--- src/rtl/nn_pkg.sv ---
// Shared neural-datapath package.
// Holds the lane/data/accumulator widths used by the multiplier array and the
// neuron accumulator, the lane-product array type (lane 0 in the low slice),
// and the accumulator-to-output saturation helper.
package nn_pkg;

    localparam int LANES   = 16;
    localparam int DATA_W  = 16;
    localparam int ACC_W   = 32;
    localparam int BEATS_W = 8;

    typedef logic signed [DATA_W-1:0] lane_prod_t;
    typedef lane_prod_t [LANES-1:0]   lane_prod_arr_t;

    // Clamp a wide accumulator value into the signed DATA_W output range.
    function automatic logic signed [DATA_W-1:0] sat_to_data(input logic signed [ACC_W-1:0] v);
        logic signed [ACC_W-1:0] max_v;
        logic signed [ACC_W-1:0] min_v;
        max_v = $signed({{(ACC_W-DATA_W+1){1'b0}}, {(DATA_W-1){1'b1}}});
        min_v = $signed({{(ACC_W-DATA_W+1){1'b1}}, {(DATA_W-1){1'b0}}});
        if (v > max_v)
            return $signed({1'b0, {(DATA_W-1){1'b1}}});
        else if (v < min_v)
            return $signed({1'b1, {(DATA_W-1){1'b0}}});
        else
            return v[DATA_W-1:0];
    endfunction

endpackage

--- src/rtl/neuron_accumulator_if.sv ---
// Stream interface of the neuron accumulator.
// Input side: one beat of LANES signed products per in_valid/in_ready handshake,
// in_last marking the final beat of a neuron.
// Output side: one saturated neuron value plus its beat count per
// out_valid/out_ready handshake.
// master: the environment (upstream producer + downstream consumer).
// slave : the accumulator itself.
interface neuron_accumulator_if;
    import nn_pkg::*;

    logic                     in_valid;
    logic                     in_ready;
    logic                     in_last;
    lane_prod_arr_t           in_products;
    logic                     out_valid;
    logic                     out_ready;
    logic signed [DATA_W-1:0] out_neuron;
    logic [BEATS_W-1:0]       out_beats;

    modport master (
        output in_valid, in_last, in_products, out_ready,
        input  in_ready, out_valid, out_neuron, out_beats
    );

    modport slave (
        input  in_valid, in_last, in_products, out_ready,
        output in_ready, out_valid, out_neuron, out_beats
    );

endinterface

--- src/rtl/acc_adder_tree.sv ---
// Two-stage registered adder tree for one beat of lane products.
// S1 registers LANES/4 partial sums of four adjacent lanes; S2 registers the
// total of those partials, presented sign-extended to ACC_W. valid and last
// travel alongside the data; last is only ever set together with valid.
// Ports:
//   clk, rst       clock, asynchronous active-low reset (control only)
//   vld_p0/last_p0 accepted beat and its last flag
//   prod_p0        LANES x DATA_W signed products, lane 0 in the low slice
//   s1_last_vld    a last beat currently sits in S1
//   vld_p2/last_p2 S2 holds a beat / that beat is the last one
//   sum_p2         S2 tree sum, sign-extended to ACC_W
module acc_adder_tree #(
    parameter int LANES  = 16,
    parameter int DATA_W = 16,
    parameter int ACC_W  = 32
) (
    input  logic                    clk,
    input  logic                    rst,
    input  logic                    vld_p0,
    input  logic                    last_p0,
    input  logic [LANES*DATA_W-1:0] prod_p0,
    output logic                    s1_last_vld,
    output logic                    vld_p2,
    output logic                    last_p2,
    output logic signed [ACC_W-1:0] sum_p2
);

    localparam int GROUPS = LANES / 4;
    localparam int PART_W = DATA_W + 2;
    localparam int SUM_W  = DATA_W + $clog2(LANES);

    logic signed [PART_W-1:0] part_d  [GROUPS];
    logic signed [PART_W-1:0] part_p1 [GROUPS];
    logic                     vld_p1;
    logic                     last_p1;
    logic signed [SUM_W-1:0]  sum_d;
    logic signed [SUM_W-1:0]  sum_r_p2;

    always_comb begin
        for (int g = 0; g < GROUPS; g++) begin
            part_d[g] = '0;
            for (int k = 0; k < 4; k++)
                part_d[g] = part_d[g] + PART_W'($signed(prod_p0[(4*g+k)*DATA_W +: DATA_W]));
        end
    end

    // ---- S1: partial sums of four lanes ----
    always_ff @(posedge clk or negedge rst) begin
        if (!rst) begin
            vld_p1  <= 1'b0;
            last_p1 <= 1'b0;
        end else begin
            vld_p1  <= vld_p0;
            last_p1 <= vld_p0 && last_p0;
        end
    end

    always_ff @(posedge clk) begin
        if (vld_p0)
            part_p1 <= part_d;
    end

    always_comb begin
        sum_d = '0;
        for (int g = 0; g < GROUPS; g++)
            sum_d = sum_d + SUM_W'(part_p1[g]);
    end

    // ---- S2: full tree sum ----
    always_ff @(posedge clk or negedge rst) begin
        if (!rst) begin
            vld_p2  <= 1'b0;
            last_p2 <= 1'b0;
        end else begin
            vld_p2  <= vld_p1;
            last_p2 <= vld_p1 && last_p1;
        end
    end

    always_ff @(posedge clk) begin
        if (vld_p1)
            sum_r_p2 <= sum_d;
    end

    assign sum_p2      = ACC_W'(sum_r_p2);
    assign s1_last_vld = last_p1;

endmodule

--- src/rtl/neuron_accumulator.sv ---
// Neuron accumulator: sums LANES signed products per beat through a two-stage
// adder tree, accumulates beats until the last one, then saturates to DATA_W,
// optionally clamps negatives to zero, and holds the neuron value and its beat
// count on a valid/ready output.
// Ports:
//   clk   clock
//   rst   asynchronous active-low reset; drops any partial neuron
//   bus   slave side of neuron_accumulator_if (input beats, output neuron)
// The pipeline never stalls: new beats are refused while a last beat is in
// the tree or a result is held, so at most one result exists at a time.
module neuron_accumulator #(
    parameter int LANES   = nn_pkg::LANES,
    parameter int DATA_W  = nn_pkg::DATA_W,
    parameter int ACC_W   = nn_pkg::ACC_W,
    parameter int BEATS_W = nn_pkg::BEATS_W,
    parameter bit RELU_EN = 1'b1
) (
    input  logic                 clk,
    input  logic                 rst,
    neuron_accumulator_if.slave  bus
);

    import nn_pkg::*;

    logic                     accept_p0;
    logic                     s1_last_vld;
    logic                     vld_p2;
    logic                     last_p2;
    logic signed [ACC_W-1:0]  sum_p2;
    logic signed [ACC_W-1:0]  acc;
    logic signed [ACC_W-1:0]  acc_next;
    logic [BEATS_W-1:0]       beat_cnt;
    logic [BEATS_W-1:0]       beat_cnt_inc;
    logic                     out_valid_r;
    logic signed [DATA_W-1:0] out_neuron_r;
    logic [BEATS_W-1:0]       out_beats_r;

    function automatic logic signed [DATA_W-1:0] relu(input logic signed [DATA_W-1:0] v);
        if (RELU_EN && v < 0)
            return '0;
        return v;
    endfunction

    assign bus.in_ready = !(out_valid_r || s1_last_vld || (vld_p2 && last_p2));
    assign accept_p0    = bus.in_valid && bus.in_ready;

    acc_adder_tree #(
        .LANES  (LANES),
        .DATA_W (DATA_W),
        .ACC_W  (ACC_W)
    ) u_tree (
        .clk         (clk),
        .rst         (rst),
        .vld_p0      (accept_p0),
        .last_p0     (bus.in_last),
        .prod_p0     (bus.in_products),
        .s1_last_vld (s1_last_vld),
        .vld_p2      (vld_p2),
        .last_p2     (last_p2),
        .sum_p2      (sum_p2)
    );

    assign acc_next     = acc + sum_p2;
    assign beat_cnt_inc = (&beat_cnt) ? beat_cnt : beat_cnt + 1'b1;

    // ---- S3: accumulate, finalise on last, output handshake ----
    always_ff @(posedge clk or negedge rst) begin
        if (!rst) begin
            acc          <= '0;
            beat_cnt     <= '0;
            out_valid_r  <= 1'b0;
            out_neuron_r <= '0;
            out_beats_r  <= '0;
        end else begin
            if (out_valid_r && bus.out_ready)
                out_valid_r <= 1'b0;
            if (vld_p2) begin
                if (last_p2) begin
                    out_neuron_r <= relu(sat_to_data(acc_next));
                    out_beats_r  <= beat_cnt_inc;
                    out_valid_r  <= 1'b1;
                    acc          <= '0;
                    beat_cnt     <= '0;
                end else begin
                    acc      <= acc_next;
                    beat_cnt <= beat_cnt_inc;
                end
            end
        end
    end

    assign bus.out_valid  = out_valid_r;
    assign bus.out_neuron = out_neuron_r;
    assign bus.out_beats  = out_beats_r;

endmodule

--- src/flat_wrapper.sv ---
// flat-port wrapper written by rule: the top's interface ports become plain ports
module neuron_accumulator_flat import nn_pkg::*;
#(
    parameter int LANES   = nn_pkg::LANES,
    parameter int DATA_W  = nn_pkg::DATA_W,
    parameter int ACC_W   = nn_pkg::ACC_W,
    parameter int BEATS_W = nn_pkg::BEATS_W,
    parameter bit RELU_EN = 1'b1
)
  (clk, rst, bus_in_valid, bus_in_last, bus_in_products, bus_out_ready, bus_in_ready, bus_out_valid, bus_out_neuron, bus_out_beats);
  neuron_accumulator_if bus_i ();
  input  logic clk;
  input  logic rst;
  input wire logic [$bits(bus_i.in_valid)-1:0] bus_in_valid;
  input wire logic [$bits(bus_i.in_last)-1:0] bus_in_last;
  input wire logic [$bits(bus_i.in_products)-1:0] bus_in_products;
  input wire logic [$bits(bus_i.out_ready)-1:0] bus_out_ready;
  output wire logic [$bits(bus_i.in_ready)-1:0] bus_in_ready;
  output wire logic [$bits(bus_i.out_valid)-1:0] bus_out_valid;
  output wire logic [$bits(bus_i.out_neuron)-1:0] bus_out_neuron;
  output wire logic [$bits(bus_i.out_beats)-1:0] bus_out_beats;
  assign bus_i.in_valid = bus_in_valid;
  assign bus_i.in_last = bus_in_last;
  assign bus_i.in_products = bus_in_products;
  assign bus_i.out_ready = bus_out_ready;
  assign bus_in_ready = bus_i.in_ready;
  assign bus_out_valid = bus_i.out_valid;
  assign bus_out_neuron = bus_i.out_neuron;
  assign bus_out_beats = bus_i.out_beats;
  neuron_accumulator #(.LANES(LANES), .DATA_W(DATA_W), .ACC_W(ACC_W), .BEATS_W(BEATS_W), .RELU_EN(RELU_EN)) u_core (.clk(clk), .rst(rst), .bus(bus_i));
endmodule
--- config.mk ---
export PLATFORM = sky130hd
export DESIGN_NAME = neuron_accumulator_flat
export DESIGN_NICKNAME = d
export VERILOG_FILES = /design/src/rtl/nn_pkg.sv /design/src/rtl/neuron_accumulator_if.sv /design/src/rtl/acc_adder_tree.sv /design/src/rtl/neuron_accumulator.sv /design/src/flat_wrapper.sv
export SDC_FILE = /design/constraint.sdc
export NUM_CORES = 1
export LEC_CHECK = 0
export CORE_MARGIN = 3
export CORE_UTILIZATION = 54
export CTS_CLUSTER_SIZE = 16
export DETAILED_ROUTE_END_ITERATION = 7
export HOLD_SLACK_MARGIN = 0.06
export PLACE_DENSITY = 0.92
export SETUP_SLACK_MARGIN = 0.15
export SLEW_MARGIN = 15
export SYNTH_ARGS = -nofsm -noshare
export SYNTH_HDL_FRONTEND = slang
export SYNTH_SLANG_ARGS = --single-unit
--- constraint.sdc ---
create_clock -name clk -period 4.18 [get_ports clk]
set_input_delay 1.254 -clock clk [delete_from_list [all_inputs] [get_ports clk]]
set_output_delay 1.254 -clock clk [all_outputs]
set_load 0.02 [all_outputs]
==> impl_metrics.env <==
export IMPL_synth_top_area_frac=0.236
export IMPL_crit_end="u_core.u_tree.part_p1[61]"
export IMPL_hold_buffers=0
export IMPL_path_max_fanout=2
export IMPL_met1_usage=0.385
export IMPL_post_drt_wl_per_cell_um=28.8
export IMPL_fin_crit_sh=1.18
export IMPL_rsz0062_at_grt="true"
export IMPL_dieArea_um2=28700
export IMPL_synth_top_area_cell="fa_1"
export IMPL_slew_viol_final=0
export IMPL_die_h_um=170
export IMPL_fmax_mhz=203
export IMPL_fillerInstances=1300
export IMPL_arrival_ns=5.14
export IMPL_synth_xor_area_share=0.0455
export IMPL_syn_area_per_cell_um2=11.2
export IMPL_ys_dominant_reg_cell="edfxtp_1"
export IMPL_crit_type="in2reg"
export IMPL_synth_edf_count=92
export IMPL_dp_hpwl_um=32300
export IMPL_ys_seq_elements=160
export IMPL_status="complete, but fails checks"
export IMPL_clkLatencyLatePin_ns=0.46
export IMPL_finClkSkew_ns=0.0261
export IMPL_syn2layout_area_growth_pct=44.0
export IMPL_ir_drop_mv=0.722
export IMPL_core_area_um2=26200
export IMPL_drv_cap=0
export IMPL_start_util=0.551
export IMPL_slowest_delay_ns=0.59
export IMPL_crit_required_ns=4.40
export IMPL_rows=59
export IMPL_worst_slew_pin_slew_ns=1.15
export IMPL_routed_via_count=14524
export IMPL_p_per_area_nw_per_um2=1040
export IMPL_yosys_area_share_simple=0.115
export IMPL_dp_slack_ns=-1.22
export IMPL_critPathLaunchType="primary input"
export IMPL_yosys_warnings=0
export IMPL_dpl_instance_area_um2=18300
export IMPL_viasPerCell=6.86
export IMPL_track_usage=0.347
export IMPL_r2r_start="u_core.u_tree.part_p1[3]"
export IMPL_synthCells=1292
export IMPL_slowest_stage="fa_2"
export IMPL_regArea_um2=4460
export IMPL_synth_area_mux_share=0.00494
export IMPL_grt_ovfl_total=0
export IMPL_p_leak_nw=8.60
export IMPL_fp_dieW_um=170
export IMPL_numClockSinks=160
export IMPL_slew_headroom=0.230
export IMPL_critPathLaunch="bus_in_products[34]"
export IMPL_gp_congestion=0.964
export IMPL_tritoncts="yes"
export IMPL_r2r_slack_ns=-0.02
export IMPL_cts_buffers=17
export IMPL_p_total_w=0.0217
export IMPL_syn_num_nets=1842
export IMPL_hold_class="reg2reg"
export IMPL_synth_seq_area_share=0.309
export IMPL_top_usage_layer="met2"
export IMPL_violations="design-rule violations, negative setup slack"
export IMPL_grtUsageMet3=0.0778
export IMPL_yosys_top_cells_area="fa_1 24%, edfxtp_1 19%, dfrtp_1 12%, ha_1 10%, xnor2_1 3.3%"
export IMPL_cpMostUsedCell="buf_6"
export IMPL_synth_fa_ha_area_frac=0.339
export IMPL_pin_count=287
export IMPL_synth_compound_area_frac=0.163
export IMPL_ant_nets=0
export IMPL_period_needed_ns=4.92
export IMPL_grt_max_degree=74
export IMPL_postLayoutCellArea_um2=20800
export IMPL_end_kind="flop"
export IMPL_r2r_end="u_core.u_tree.sum_r_p2[5]"
export IMPL_setup_viol=36
export IMPL_drive_above_1_share=0.254
export IMPL_path_clk_slew_ns=0.07
export IMPL_yosysUniqueCellTypes=79
export IMPL_synth_top_family_by_area="adder cells"
export IMPL_drt_pass1_iterations=8
export IMPL_holdWs_ns=0.478
export IMPL_hold_violations=0
export IMPL_nets=2318
export IMPL_fin_ws_ns=-0.745
export IMPL_cts_root_buffer="clkbuf_16"
export IMPL_clock_path_buffers=2
export IMPL_grt_pass1_vias=14224
export IMPL_netlist_area_um2=14400
export IMPL_cts_max_level=4
export IMPL_routed_wl_um=61000
export IMPL_grt_pass1_wl_um=77000
export IMPL_multiInputGateArea_um2=10600
export IMPL_async_reset_ff_frac=0.425
export IMPL_grt_util_met2=0.609
export IMPL_r2r_cells=20
export IMPL_antenna_found_initial=4
export IMPL_drc=5
export IMPL_first_iter_violations=1908
export IMPL_io_buffers=285
export IMPL_path_cells="buf_6 -> fa_1 -> fa_2 -> buf_4 -> inv_2 -> fa_2 -> nor2b_4 -> o21ai_2 -> a21boi_2 -> o21ai_2 -> buf_4 -> buf_6 -> buf_6 -> buf_6 -> buf_6 -> buf_6 -> buf_6 -> buf_6 -> nand2_2 -> nor2_2 -> nor2_2"
==> placed cells by master, fill, tap and decap left out, types with 8 or more instances in the layout <==
master / instances
fa_2: 23
nand3_1: 26
nand2_1: 49
buf_4: 146
and3_1: 23
or3_1: 10
nand2b_1: 8
o31ai_1: 20
a21boi_2: 11
inv_1: 52
fa_1: 147
xnor2_1: 46
clkdlybuf4s15_1: 10
ha_1: 101
dfrtp_1: 68
or2_2: 10
a31oi_1: 8
a21oi_1: 51
o21ai_0: 42
edfxtp_1: 92
nand4_1: 8
o2bb2ai_1: 27
nor2_4: 10
a21oi_2: 16
o21ai_2: 26
o211ai_1: 8
buf_6: 68
clkbuf_16: 20
buf_2: 16
dlygate4sd2_1: 15
and2_1: 11
xor2_1: 20
a21o_1: 21
nor3_1: 24
xnor2_2: 8
clkdlybuf4s50_1: 222
nor2b_1: 9
ha_4: 17
nor2_1: 112
==> worst min path at each step <==
stage	cells past startpoint	start	endpoint	slack, ns
finish	2	u_core.bus.out_beats[5]	u_core.bus.out_beats[5]	0.48
global route	1	u_core.u_tree.s1_last_vld	u_core.u_tree.last_p2	0.51
CTS	2	u_core.bus.out_beats[5]	u_core.bus.out_beats[5]	0.49
detailed placement	2	u_core.bus.out_beats[5]	u_core.bus.out_beats[5]	0.47
global placement	2	u_core.bus.out_beats[6]	u_core.bus.out_beats[6]	0.46
floorplan	1	u_core.u_tree.s1_last_vld	u_core.u_tree.last_p2	0.46
==> critical path, delay by kind of cell <==
| family | cells | cell delay, ns |
|---|---|---|
| AO/OA/AOI/OAI | 3 | 0.44 |
| AND/OR/NAND/NOR | 4 | 0.64 |
| adder cells (fa/ha/maj) | 3 | 1.61 |
| buffers and inverters | 11 | 1.18 |
==> cell families (layout without fill, tap and decap cells) <==
| kind of cell | after synthesis | after routing |
|---|---|---|
| AO/OA/AOI/OAI | 336 | 336 |
| XOR/XNOR | 75 | 75 |
| adder cells (fa/ha/maj) | 289 | 289 |
| buffers and inverters | 86 | 575 |
| flip-flops | 160 | 160 |
| multiplexers | 7 | 7 |
| other | 1 | 3 |
| AND/OR/NAND/NOR | 338 | 338 |
==> synthesized netlist by cell type, drive strengths merged (8+ instances only) <==
cell type	count
inv	59
clkbuf	21
xnor2	54
a21o	21
o2bb2ai	27
or3	11
o211ai	10
a21boi	13
nor3	26
nor2	125
and3	25
a211oi	12
o21ai	75
or2	10
ha	119
nand2b	13
a31oi	9
and2	12
o31ai	21
nand4	8
nand2	51
xor2	21
edfxtp	92
a21oi	71
nand3	26
fa	170
dfrtp	68
nor2b	16
==> through the flow <==
step                       util  setup TNS (ns)  std cells
after floorplan               -           -2.91       1292
after global placement    0.699          -28.40       1975
after detailed placement  0.699          -35.08       1975
after CTS                 0.762           -2.10       2080
after global routing      0.793          -11.19       2117
final                     0.793          -10.89       2118
==> area by class of cell <==
cell class | count | area share
diodes | 2 | 0.000241
clock buffers | 21 | 0.0242
clock inverters | 11 | 0.00475
inverters | 60 | 0.0110
multi-input cells | 1046 | 0.511
flip-flops and latches | 160 | 0.215
well taps | 335 | 0.0202
repair buffers | 483 | 0.214
==> registers in the layout (all words and copies together) (netlist names), 8 cells and up <==
register	cells
u_core.acc	32
u_core.beat_cnt	8
u_core.bus.out_beats	8
u_core.bus.out_neuron	15
u_core.u_tree.part_p1	72
u_core.u_tree.sum_r_p2	20
==> timing repair <==
action	CTS	global route
endpoints found under the setup margin	48	51
pin swaps	149	119
buffers inserted	73	36
resized for setup	315	119
endpoints found under the hold margin	0	0
==> where the power goes <==
group | switching, W | internal [W]
clock network | 0.000773 | 0.000931
logic | 0.00955 | 0.00720
registers | 0.000489 | 0.00277
==> routing by layer <==
| layer | wire length [µm] | vias up |
|---|---|---|
| met5 | 23 | - |
| met4 | 6720 | 4 |
| met3 | 6960 | 559 |
| met2 | 28500 | 1480 |
| met1 | 18800 | 6807 |
| li1 | - | 5674 |
No activity file was read; power rests on OpenSTA's default activity.
